[src/rtl/control_game_hist_if.sv]
// -----------------------------------------------------------------------------
// control_game_hist_if
// Purpose : bundles the game-control signals between the keypad/number-entry
//           logic (master) and the game controller (slave).
//
// Handshake: iSecretLd and iNumRdy are single-cycle request pulses with no
//            back-pressure. iSecretLd is always honoured. iNumRdy is accepted
//            only while the controller is in READY. A pulse that arrives while
//            oBusy, oWin or oLose is high is dropped, not queued. The master
//            must therefore watch oBusy, oWin and oLose before it pulses
//            iNumRdy.
//
// Signals:
//   iSecret    m->s  secret, digit 0 in [3:0]
//   iSecretLd  m->s  pulse: load secret, clear history, start game
//   iGuess     m->s  guess, same packing as iSecret
//   iNumRdy    m->s  pulse: iGuess valid
//   iHistSel   m->s  history slot selected for read-back
//   oBusy      s->m  high while a guess is being scored or written
//   oHitA      s->m  EXACT count of the last scored guess
//   oHitB      s->m  PRESENT count of the last scored guess
//   oTries     s->m  number of stored guesses
//   oWin       s->m  game won
//   oLose      s->m  game lost
//   oState     s->m  FSM state, for debug
//   oHistGuess s->m  stored guess at iHistSel
//   oHistStat  s->m  stored 2-bit-per-digit status at iHistSel
// -----------------------------------------------------------------------------
interface control_game_hist_if #(
    parameter int NUM_DIGITS = 4
);
    logic [4*NUM_DIGITS-1:0] iSecret;
    logic                    iSecretLd;
    logic [4*NUM_DIGITS-1:0] iGuess;
    logic                    iNumRdy;
    logic [3:0]              iHistSel;
    logic                    oBusy;
    logic [3:0]              oHitA;
    logic [3:0]              oHitB;
    logic [3:0]              oTries;
    logic                    oWin;
    logic                    oLose;
    logic [2:0]              oState;
    logic [4*NUM_DIGITS-1:0] oHistGuess;
    logic [2*NUM_DIGITS-1:0] oHistStat;

    modport master (
        output iSecret, iSecretLd, iGuess, iNumRdy, iHistSel,
        input  oBusy, oHitA, oHitB, oTries, oWin, oLose, oState,
               oHistGuess, oHistStat
    );

    modport slave (
        input  iSecret, iSecretLd, iGuess, iNumRdy, iHistSel,
        output oBusy, oHitA, oHitB, oTries, oWin, oLose, oState,
               oHistGuess, oHistStat
    );
endinterface

[src/rtl/control_game_hist.sv]
// -----------------------------------------------------------------------------
// control_game_hist
// Purpose : holds a NUM_DIGITS BCD secret and scores guesses one digit per
//           cycle as EXACT / PRESENT / MISS. It keeps up to HIST_DEPTH scored
//           guesses and draws them as a coloured cell grid on the VGA pixel
//           stream, with a win/lose frame at the screen edge.
//
// Ports:
//   clk      pixel clock
//   reset    synchronous, active-high
//   pix_x    current pixel column (0..639)
//   pix_y    current pixel row (0..479)
//   rgb_on   video active; 0 forces black
//   out_rgb  registered pixel colour {R,G,B}, 1-cycle latency from pix_x/pix_y
//   gif      control_game_hist_if.slave: secret/guess entry, score, status
//
// Grid layout: row r holds history slot r. The leftmost column shows the most
// significant digit, so a guess reads left-to-right as it was typed.
// -----------------------------------------------------------------------------
module control_game_hist #(
    parameter int NUM_DIGITS = 4,
    parameter int HIST_DEPTH = 8,
    parameter int CELL_SHIFT = 5,
    parameter int X0         = 64,
    parameter int Y0         = 64,
    parameter int BORDER     = 8
) (
    input  logic                  clk,
    input  logic                  reset,
    input  logic [9:0]            pix_x,
    input  logic [9:0]            pix_y,
    input  logic                  rgb_on,
    output logic [2:0]            out_rgb,
    control_game_hist_if.slave    gif
);

    localparam int CS     = 1 << CELL_SHIFT;
    localparam int GRID_W = NUM_DIGITS * CS;
    localparam int GRID_H = HIST_DEPTH * CS;
    localparam int KW     = $clog2(NUM_DIGITS);

    // Per-digit status codes
    localparam logic [1:0] ST_MISS    = 2'b00;
    localparam logic [1:0] ST_PRESENT = 2'b01;
    localparam logic [1:0] ST_EXACT   = 2'b10;

    typedef enum logic [2:0] {
        S_IDLE    = 3'd0,
        S_READY   = 3'd1,
        S_COMPARE = 3'd2,
        S_WRITE   = 3'd3,
        S_WIN     = 3'd4,
        S_LOSE    = 3'd5
    } state_t;

    state_t state_q, state_d;

    logic [4*NUM_DIGITS-1:0] secret_q;
    logic [4*NUM_DIGITS-1:0] guess_q;
    logic [2*NUM_DIGITS-1:0] stat_q;      // statuses scored so far for guess_q
    logic [KW-1:0]           k_q;         // digit being scored in COMPARE
    logic [3:0]              tries_q;
    logic [3:0]              hit_a_q;
    logic [3:0]              hit_b_q;
    logic [4*NUM_DIGITS-1:0] hist_guess_q [HIST_DEPTH];
    logic [2*NUM_DIGITS-1:0] hist_stat_q  [HIST_DEPTH];
    logic [2:0]              rgb_q;

    // -------------------------------------------------------------------------
    // Scoring of the current digit k_q
    // -------------------------------------------------------------------------
    logic [1:0] cur_stat;

    always_comb begin
        cur_stat = ST_MISS;
        for (int i = 0; i < NUM_DIGITS; i++) begin
            if (k_q == KW'(i)) begin
                if (guess_q[4*i +: 4] == secret_q[4*i +: 4]) begin
                    cur_stat = ST_EXACT;
                end else begin
                    // Any match elsewhere counts; repeated digits are not
                    // matched off against each other.
                    for (int j = 0; j < NUM_DIGITS; j++) begin
                        if (j != i && guess_q[4*i +: 4] == secret_q[4*j +: 4]) begin
                            cur_stat = ST_PRESENT;
                        end
                    end
                end
            end
        end
    end

    // Totals of the fully scored guess, consumed in WRITE
    logic [3:0] count_a;
    logic [3:0] count_b;
    logic [3:0] tries_inc;

    always_comb begin
        count_a = 4'd0;
        count_b = 4'd0;
        for (int i = 0; i < NUM_DIGITS; i++) begin
            if (stat_q[2*i +: 2] == ST_EXACT) begin
                count_a = count_a + 4'd1;
            end
            if (stat_q[2*i +: 2] == ST_PRESENT) begin
                count_b = count_b + 4'd1;
            end
        end
        tries_inc = tries_q + 4'd1;
    end

    // -------------------------------------------------------------------------
    // FSM
    // -------------------------------------------------------------------------
    always_ff @(posedge clk) begin
        if (reset) begin
            state_q <= S_IDLE;
        end else begin
            state_q <= state_d;
        end
    end

    always_comb begin
        state_d = state_q;
        if (gif.iSecretLd) begin
            // A secret load restarts the game from any state and drops any
            // guess in flight, including one arriving in the same cycle.
            state_d = S_READY;
        end else begin
            case (state_q)
                S_IDLE:    state_d = S_IDLE;
                S_READY:   if (gif.iNumRdy) state_d = S_COMPARE;
                S_COMPARE: if (k_q == KW'(NUM_DIGITS - 1)) state_d = S_WRITE;
                S_WRITE: begin
                    if (count_a == 4'(NUM_DIGITS)) begin
                        state_d = S_WIN;
                    end else if (tries_inc == 4'(HIST_DEPTH)) begin
                        state_d = S_LOSE;
                    end else begin
                        state_d = S_READY;
                    end
                end
                S_WIN:     state_d = S_WIN;
                S_LOSE:    state_d = S_LOSE;
                default:   state_d = S_IDLE;
            endcase
        end
    end

    // -------------------------------------------------------------------------
    // Datapath
    // -------------------------------------------------------------------------
    always_ff @(posedge clk) begin
        if (reset) begin
            secret_q <= '0;
            guess_q  <= '0;
            stat_q   <= '0;
            k_q      <= '0;
            tries_q  <= 4'd0;
            hit_a_q  <= 4'd0;
            hit_b_q  <= 4'd0;
            for (int r = 0; r < HIST_DEPTH; r++) begin
                hist_guess_q[r] <= '0;
                hist_stat_q[r]  <= '0;
            end
        end else if (gif.iSecretLd) begin
            secret_q <= gif.iSecret;
            stat_q   <= '0;
            k_q      <= '0;
            tries_q  <= 4'd0;
            hit_a_q  <= 4'd0;
            hit_b_q  <= 4'd0;
            for (int r = 0; r < HIST_DEPTH; r++) begin
                hist_guess_q[r] <= '0;
                hist_stat_q[r]  <= '0;
            end
        end else begin
            case (state_q)
                S_READY: begin
                    if (gif.iNumRdy) begin
                        guess_q <= gif.iGuess;
                        stat_q  <= '0;
                        k_q     <= '0;
                    end
                end
                S_COMPARE: begin
                    for (int i = 0; i < NUM_DIGITS; i++) begin
                        if (k_q == KW'(i)) begin
                            stat_q[2*i +: 2] <= cur_stat;
                        end
                    end
                    k_q <= k_q + KW'(1);
                end
                S_WRITE: begin
                    for (int r = 0; r < HIST_DEPTH; r++) begin
                        if (tries_q == 4'(r)) begin
                            hist_guess_q[r] <= guess_q;
                            hist_stat_q[r]  <= stat_q;
                        end
                    end
                    tries_q <= tries_inc;
                    hit_a_q <= count_a;
                    hit_b_q <= count_b;
                end
                default: ;
            endcase
        end
    end

    // History read-back
    always_comb begin
        gif.oHistGuess = '0;
        gif.oHistStat  = '0;
        for (int r = 0; r < HIST_DEPTH; r++) begin
            if (gif.iHistSel == 4'(r)) begin
                gif.oHistGuess = hist_guess_q[r];
                gif.oHistStat  = hist_stat_q[r];
            end
        end
    end

    assign gif.oBusy  = (state_q == S_COMPARE) || (state_q == S_WRITE);
    assign gif.oHitA  = hit_a_q;
    assign gif.oHitB  = hit_b_q;
    assign gif.oTries = tries_q;
    assign gif.oWin   = (state_q == S_WIN);
    assign gif.oLose  = (state_q == S_LOSE);
    assign gif.oState = state_q;

    // -------------------------------------------------------------------------
    // Pixel renderer
    // -------------------------------------------------------------------------
    logic [9:0] dx, dy, col, row;
    logic       in_grid, on_line, in_frame, cell_used;
    logic [1:0] cell_stat;
    logic [2:0] rgb_d;

    always_comb begin
        dx        = pix_x - 10'(X0);
        dy        = pix_y - 10'(Y0);
        col       = dx >> CELL_SHIFT;
        row       = dy >> CELL_SHIFT;
        in_grid   = (pix_x >= 10'(X0)) && (dx < 10'(GRID_W)) &&
                    (pix_y >= 10'(Y0)) && (dy < 10'(GRID_H));
        // Last pixel of each cell pitch is the 1-px grid line.
        on_line   = (dx[CELL_SHIFT-1:0] == '1) || (dy[CELL_SHIFT-1:0] == '1);
        in_frame  = (pix_x < 10'(BORDER)) || (pix_x > 10'(639 - BORDER)) ||
                    (pix_y < 10'(BORDER)) || (pix_y > 10'(479 - BORDER));
        cell_stat = ST_MISS;
        cell_used = 1'b0;
        for (int r = 0; r < HIST_DEPTH; r++) begin
            for (int c = 0; c < NUM_DIGITS; c++) begin
                if (row == 10'(r) && col == 10'(c)) begin
                    cell_stat = hist_stat_q[r][2*(NUM_DIGITS-1-c) +: 2];
                    cell_used = (4'(r) < tries_q);
                end
            end
        end

        rgb_d = 3'b000;
        if (in_grid && !on_line) begin
            if (cell_used) begin
                case (cell_stat)
                    ST_EXACT:   rgb_d = 3'b010;
                    ST_PRESENT: rgb_d = 3'b110;
                    default:    rgb_d = 3'b100;
                endcase
            end else begin
                rgb_d = 3'b001;
            end
        end
        if (in_frame && state_q == S_WIN) begin
            rgb_d = 3'b111;
        end else if (in_frame && state_q == S_LOSE) begin
            rgb_d = 3'b100;
        end
        if (!rgb_on) begin
            rgb_d = 3'b000;
        end
    end

    always_ff @(posedge clk) begin
        if (reset) begin
            rgb_q <= 3'b000;
        end else begin
            rgb_q <= rgb_d;
        end
    end

    assign out_rgb = rgb_q;

endmodule

[src/flat_wrapper.sv]
// flat-port wrapper written by rule: the top's interface ports become plain ports
module control_game_hist_flat 
#(
    parameter int NUM_DIGITS = 4,
    parameter int HIST_DEPTH = 8,
    parameter int CELL_SHIFT = 5,
    parameter int X0         = 64,
    parameter int Y0         = 64,
    parameter int BORDER     = 8
)
  (clk, reset, pix_x, pix_y, rgb_on, out_rgb, gif_iSecret, gif_iSecretLd, gif_iGuess, gif_iNumRdy, gif_iHistSel, gif_oBusy, gif_oHitA, gif_oHitB, gif_oTries, gif_oWin, gif_oLose, gif_oState, gif_oHistGuess, gif_oHistStat);
  control_game_hist_if #(.NUM_DIGITS(NUM_DIGITS)) gif_i ();
  input  logic clk;
  input  logic reset;
  input  logic [9:0] pix_x;
  input  logic [9:0] pix_y;
  input  logic rgb_on;
  output logic [2:0] out_rgb;
  input wire logic [$bits(gif_i.iSecret)-1:0] gif_iSecret;
  input wire logic [$bits(gif_i.iSecretLd)-1:0] gif_iSecretLd;
  input wire logic [$bits(gif_i.iGuess)-1:0] gif_iGuess;
  input wire logic [$bits(gif_i.iNumRdy)-1:0] gif_iNumRdy;
  input wire logic [$bits(gif_i.iHistSel)-1:0] gif_iHistSel;
  output wire logic [$bits(gif_i.oBusy)-1:0] gif_oBusy;
  output wire logic [$bits(gif_i.oHitA)-1:0] gif_oHitA;
  output wire logic [$bits(gif_i.oHitB)-1:0] gif_oHitB;
  output wire logic [$bits(gif_i.oTries)-1:0] gif_oTries;
  output wire logic [$bits(gif_i.oWin)-1:0] gif_oWin;
  output wire logic [$bits(gif_i.oLose)-1:0] gif_oLose;
  output wire logic [$bits(gif_i.oState)-1:0] gif_oState;
  output wire logic [$bits(gif_i.oHistGuess)-1:0] gif_oHistGuess;
  output wire logic [$bits(gif_i.oHistStat)-1:0] gif_oHistStat;
  assign gif_i.iSecret = gif_iSecret;
  assign gif_i.iSecretLd = gif_iSecretLd;
  assign gif_i.iGuess = gif_iGuess;
  assign gif_i.iNumRdy = gif_iNumRdy;
  assign gif_i.iHistSel = gif_iHistSel;
  assign gif_oBusy = gif_i.oBusy;
  assign gif_oHitA = gif_i.oHitA;
  assign gif_oHitB = gif_i.oHitB;
  assign gif_oTries = gif_i.oTries;
  assign gif_oWin = gif_i.oWin;
  assign gif_oLose = gif_i.oLose;
  assign gif_oState = gif_i.oState;
  assign gif_oHistGuess = gif_i.oHistGuess;
  assign gif_oHistStat = gif_i.oHistStat;
  control_game_hist #(.NUM_DIGITS(NUM_DIGITS), .HIST_DEPTH(HIST_DEPTH), .CELL_SHIFT(CELL_SHIFT), .X0(X0), .Y0(Y0), .BORDER(BORDER)) u_core (.clk(clk), .reset(reset), .pix_x(pix_x), .pix_y(pix_y), .rgb_on(rgb_on), .out_rgb(out_rgb), .gif(gif_i));
endmodule
[config.mk]
export PLATFORM = sky130hd
export DESIGN_NAME = control_game_hist_flat
export DESIGN_NICKNAME = d
export VERILOG_FILES = /design/src/rtl/control_game_hist_if.sv /design/src/rtl/control_game_hist.sv /design/src/flat_wrapper.sv
export SDC_FILE = /design/constraint.sdc
export NUM_CORES = 1
export LEC_CHECK = 0
export ABC_AREA = 1
export CAP_MARGIN = 20
export CORE_ASPECT_RATIO = 1.4
export CORE_UTILIZATION = 51
export CTS_CLUSTER_DIAMETER = 60
export CTS_CLUSTER_SIZE = 14
export DETAILED_ROUTE_END_ITERATION = 10
export PLACE_DENSITY = 0.71
export SETUP_SLACK_MARGIN = 0.02
export SLEW_MARGIN = 30
export SYNTH_ARGS = -nofsm -noshare
export SYNTH_HDL_FRONTEND = slang
export SYNTH_SLANG_ARGS = --single-unit
[constraint.sdc]
create_clock -name clk -period 4.5 [get_ports clk]
set_input_delay 0.9 -clock clk [delete_from_list [all_inputs] [get_ports clk]]
set_output_delay 0.9 -clock clk [all_outputs]
set_load 0.01 [all_outputs]
==> impl_metrics.json <==
{
  "status": "finished, final reports clean",
  "num-fill-cells": 2182,
  "core_area_um2": 24800,
  "cts_tree": "done",
  "clk_pin_slew_ps": 60,
  "cts_buffer_depth": 3,
  "rows": 68,
  "synth_nets": 1611,
  "cp-end-kind": "primary output",
  "critPathMaxFanout": 20,
  "drcViolationCount": 0,
  "grt_pass1_vias": 10600,
  "fin_crit_sh_pct": 91.8,
  "timing.hold.ws_ps": 451,
  "leakage_nw": 5.66,
  "reg2regPathDepth": 13,
  "vias_per_cell": 5.55,
  "grt_pass1_wl_um": 55900,
  "route.vias.total": 10700,
  "fin_util_pct": 60.6,
  "peakVddDrop_mv": 0.321,
  "diodes": 0,
  "dp.cells": 1900,
  "area_growth_pct": 16.3,
  "dr.pass1.iters": 5,
  "fin_nets": 1692,
  "skew_ps": 18.5,
  "ios": 106,
  "final-hold-violation-count": 0,
  "post_cts_buffers": 0,
  "final_cells": 1930,
  "synth.avg_cell_area_um2": 8.44,
  "synthCells": 1528,
  "synth_top_area_share_pct": 39.1,
  "layout_common_cells": "nand2_1, nor2_1, edfxtp_1, inv_1, clkdlybuf4s50_1",
  "timing.fmax_ghz": 0.242,
  "die-area_um2": 25900,
  "max-cap-violations": 0,
  "crit_required_ps": 3600,
  "cts_resized": 0,
  "wl_per_cell_um": 18.6,
  "rsz0062_at_grt": "no",
  "hp-class": "reg2reg",
  "insertion_delay_ps": 520,
  "drt_iter0_markers": 713,
  "grt_overflow": 0,
  "crit_arrival_ps": 3230,
  "min_period_ps": 4130,
  "critical_path_class": "in2out",
  "start_util_pct": 52.1,
  "finalWorstSetupSlack_ps": 369,
  "numCtsBuffers": 22,
  "place_area_um2": 14400,
  "hp-start": "u_core.gif.oHitB[3]$_SDFFE_PP0N_",
  "antenna_found_initial": 0,
  "setup_violations": 0,
  "seq_area_frac_synth_pct": 52.1,
  "routed_wl_um": 36000,
  "synth_top_cell_by_area": "edfxtp_1",
  "final_max_slew_viol_count": 0,
  "cp-start-kind": "input pin",
  "tightest_slew_ps": 962,
  "reg2reg_slack_ps": 1380,
  "h-tree-depth": 1,
  "port_buffers": 105,
  "final_area_um2": 15000,
  "grt_max_degree": 47,
  "async_reset_ff_share_pct": 0,
  "gp_congestion": 0.895,
  "setup_tns_ps": 0,
  "crit_start": "gif_iHistSel[3]",
  "ys.warnings.count": 0,
  "antenna_left": 0,
  "cts-root-buf": "clkbuf_16",
  "worstSetupEndpoint": "gif_oHistGuess[12]",
  "hold_buffers": 0,
  "drive_gt1_share_pct": 7.43,
  "synth_area_um2": 12900,
  "worstReg2RegStart": "u_core.stat_q[1]$_SDFFE_PP0P_",
  "place_hpwl_um": 26400,
  "pre_cts_slack_ps": 72.2,
  "r2r-end": "u_core.gif.oState[0]$_SDFFE_PP0P_",
  "mostFrequentLayoutCell": "nand2_1",
  "die_w_um": 136,
  "cts_sinks": 252,
  "ys_ff_latch": 252,
  "fp.dieH_um": 190,
  "ys_types": 54,
  "synth_area_leaders": "edfxtp_1, dfxtp_1, nand2_1",
  "cellPowerDensity_nw_per_um2": 320,
  "synth_ff_type": "edfxtp_1",
  "synth_edf_count": 168,
  "relSlewSlack_pct": 35.7,
  "track_usage_pct": 28.6,
  "power_mw": 4.80
}
-- cell usage after synthesis, types with 2 or more instances --
| cell type | instances |
|---|---|
| nand2_1 | 305 |
| nor2_1 | 246 |
| edfxtp_1 | 168 |
| inv_1 | 127 |
| nand3_1 | 103 |
| a21oi_1 | 88 |
| dfxtp_1 | 84 |
| clkbuf_1 | 77 |
| o21ai_0 | 55 |
| xnor2_1 | 45 |
| nand4_1 | 42 |
| ha_1 | 22 |
| a221oi_1 | 14 |
| xor2_1 | 14 |
| nor3_1 | 13 |
| inv_2 | 12 |
| a22o_1 | 11 |
| clkinv_1 | 11 |
| nor2_2 | 10 |
| o22ai_1 | 7 |
| a31oi_1 | 6 |
| nand2_2 | 6 |
| nor2_4 | 6 |
| nor4_1 | 6 |
| o221ai_1 | 5 |
| or2_2 | 5 |
| buf_1 | 4 |
| o2111ai_1 | 4 |
| o21ai_1 | 3 |
| nand3b_1 | 2 |
| o211ai_1 | 2 |
| o311ai_0 | 2 |
| or2_1 | 2 |
-- cells by family (layout without fill, tap and decap cells) --
kind of cell | count (synthesis) | after routing | share of synthesized area, %
muxes | 1 | 1 | 0.0873
DFF | 252 | 252 | 52.1
adders and majority gates | 22 | 22 | 2.13
AOI/OAI and AO/OA | 206 | 206 | 9.45
and+or+nand+nor | 753 | 753 | 25.3
xor gates and xnor gates | 59 | 59 | 4.01
buffers and inverters | 235 | 322 | 6.91
-- area by class of cell --
class                      instances  area (µm²)  share of cell area [%]
timing repair buffer             141        1360                    9.05
tap                              315         394                    2.63
sequential                       252        6730                    44.8
clock inverter                     2        13.8                  0.0917
clock buffer                      28         616                    4.10
multi-input combinational       1041        5330                    35.5
inverter                         151         569                    3.79
-- sequential cells by signal, indices dropped and copies added, names as in the netlist --
| name | cells |
|---|---|
| u_core.gif.oHitA | 4 |
| u_core.gif.oHitB | 4 |
| u_core.gif.oState | 3 |
| u_core.gif.oTries | 4 |
| u_core.guess_q | 16 |
| u_core.hist_guess_q | 128 |
| u_core.hist_stat_q | 64 |
| u_core.k_q | 2 |
| u_core.out_rgb | 3 |
| u_core.secret_q | 16 |
| u_core.stat_q | 8 |
-- per-layer routing --
layer	global-route usage, %	vias to the layer above	part of all wire, %
li1	-	5251	-
met1	32.0	5032	37
met2	52.8	353	53
met3	2.26	84	4.6
met4	15.7	0	5.4
met5	0	-	0
-- worst min-delay path by stage --
stage | end | depth (start not counted)
detailed placement | u_core.gif.oHitB[3]$_SDFFE_PP0N_ | 2
finish | u_core.gif.oHitB[3]$_SDFFE_PP0N_ | 2
global placement | u_core.gif.oHitA[3]$_SDFFE_PP0N_ | 2
floorplan | u_core.hist_stat_q[0][0]$_SDFFE_PP0P_ | 2
CTS | u_core.gif.oHitB[3]$_SDFFE_PP0N_ | 2
global route | u_core.gif.oHitA[3]$_SDFFE_PP0N_ | 2
-- critical path: stages --
cell	delay [ps]
clkdlybuf4s50_1	560
nor2_2	80
nand2_1	140
inv_1	120
buf_12	170
nand2_1	60
nand3_1	110
a221oi_1	400
nand4_1	160
clkdlybuf4s50_1	510
-- power by group --
part	switching [mW]	internal [mW]
Clock	0.797	0.954
Combinational	0.263	0.179
Sequential	0.0628	2.54
Total	1.12	3.67
Power figures use the tool's default switching activity.
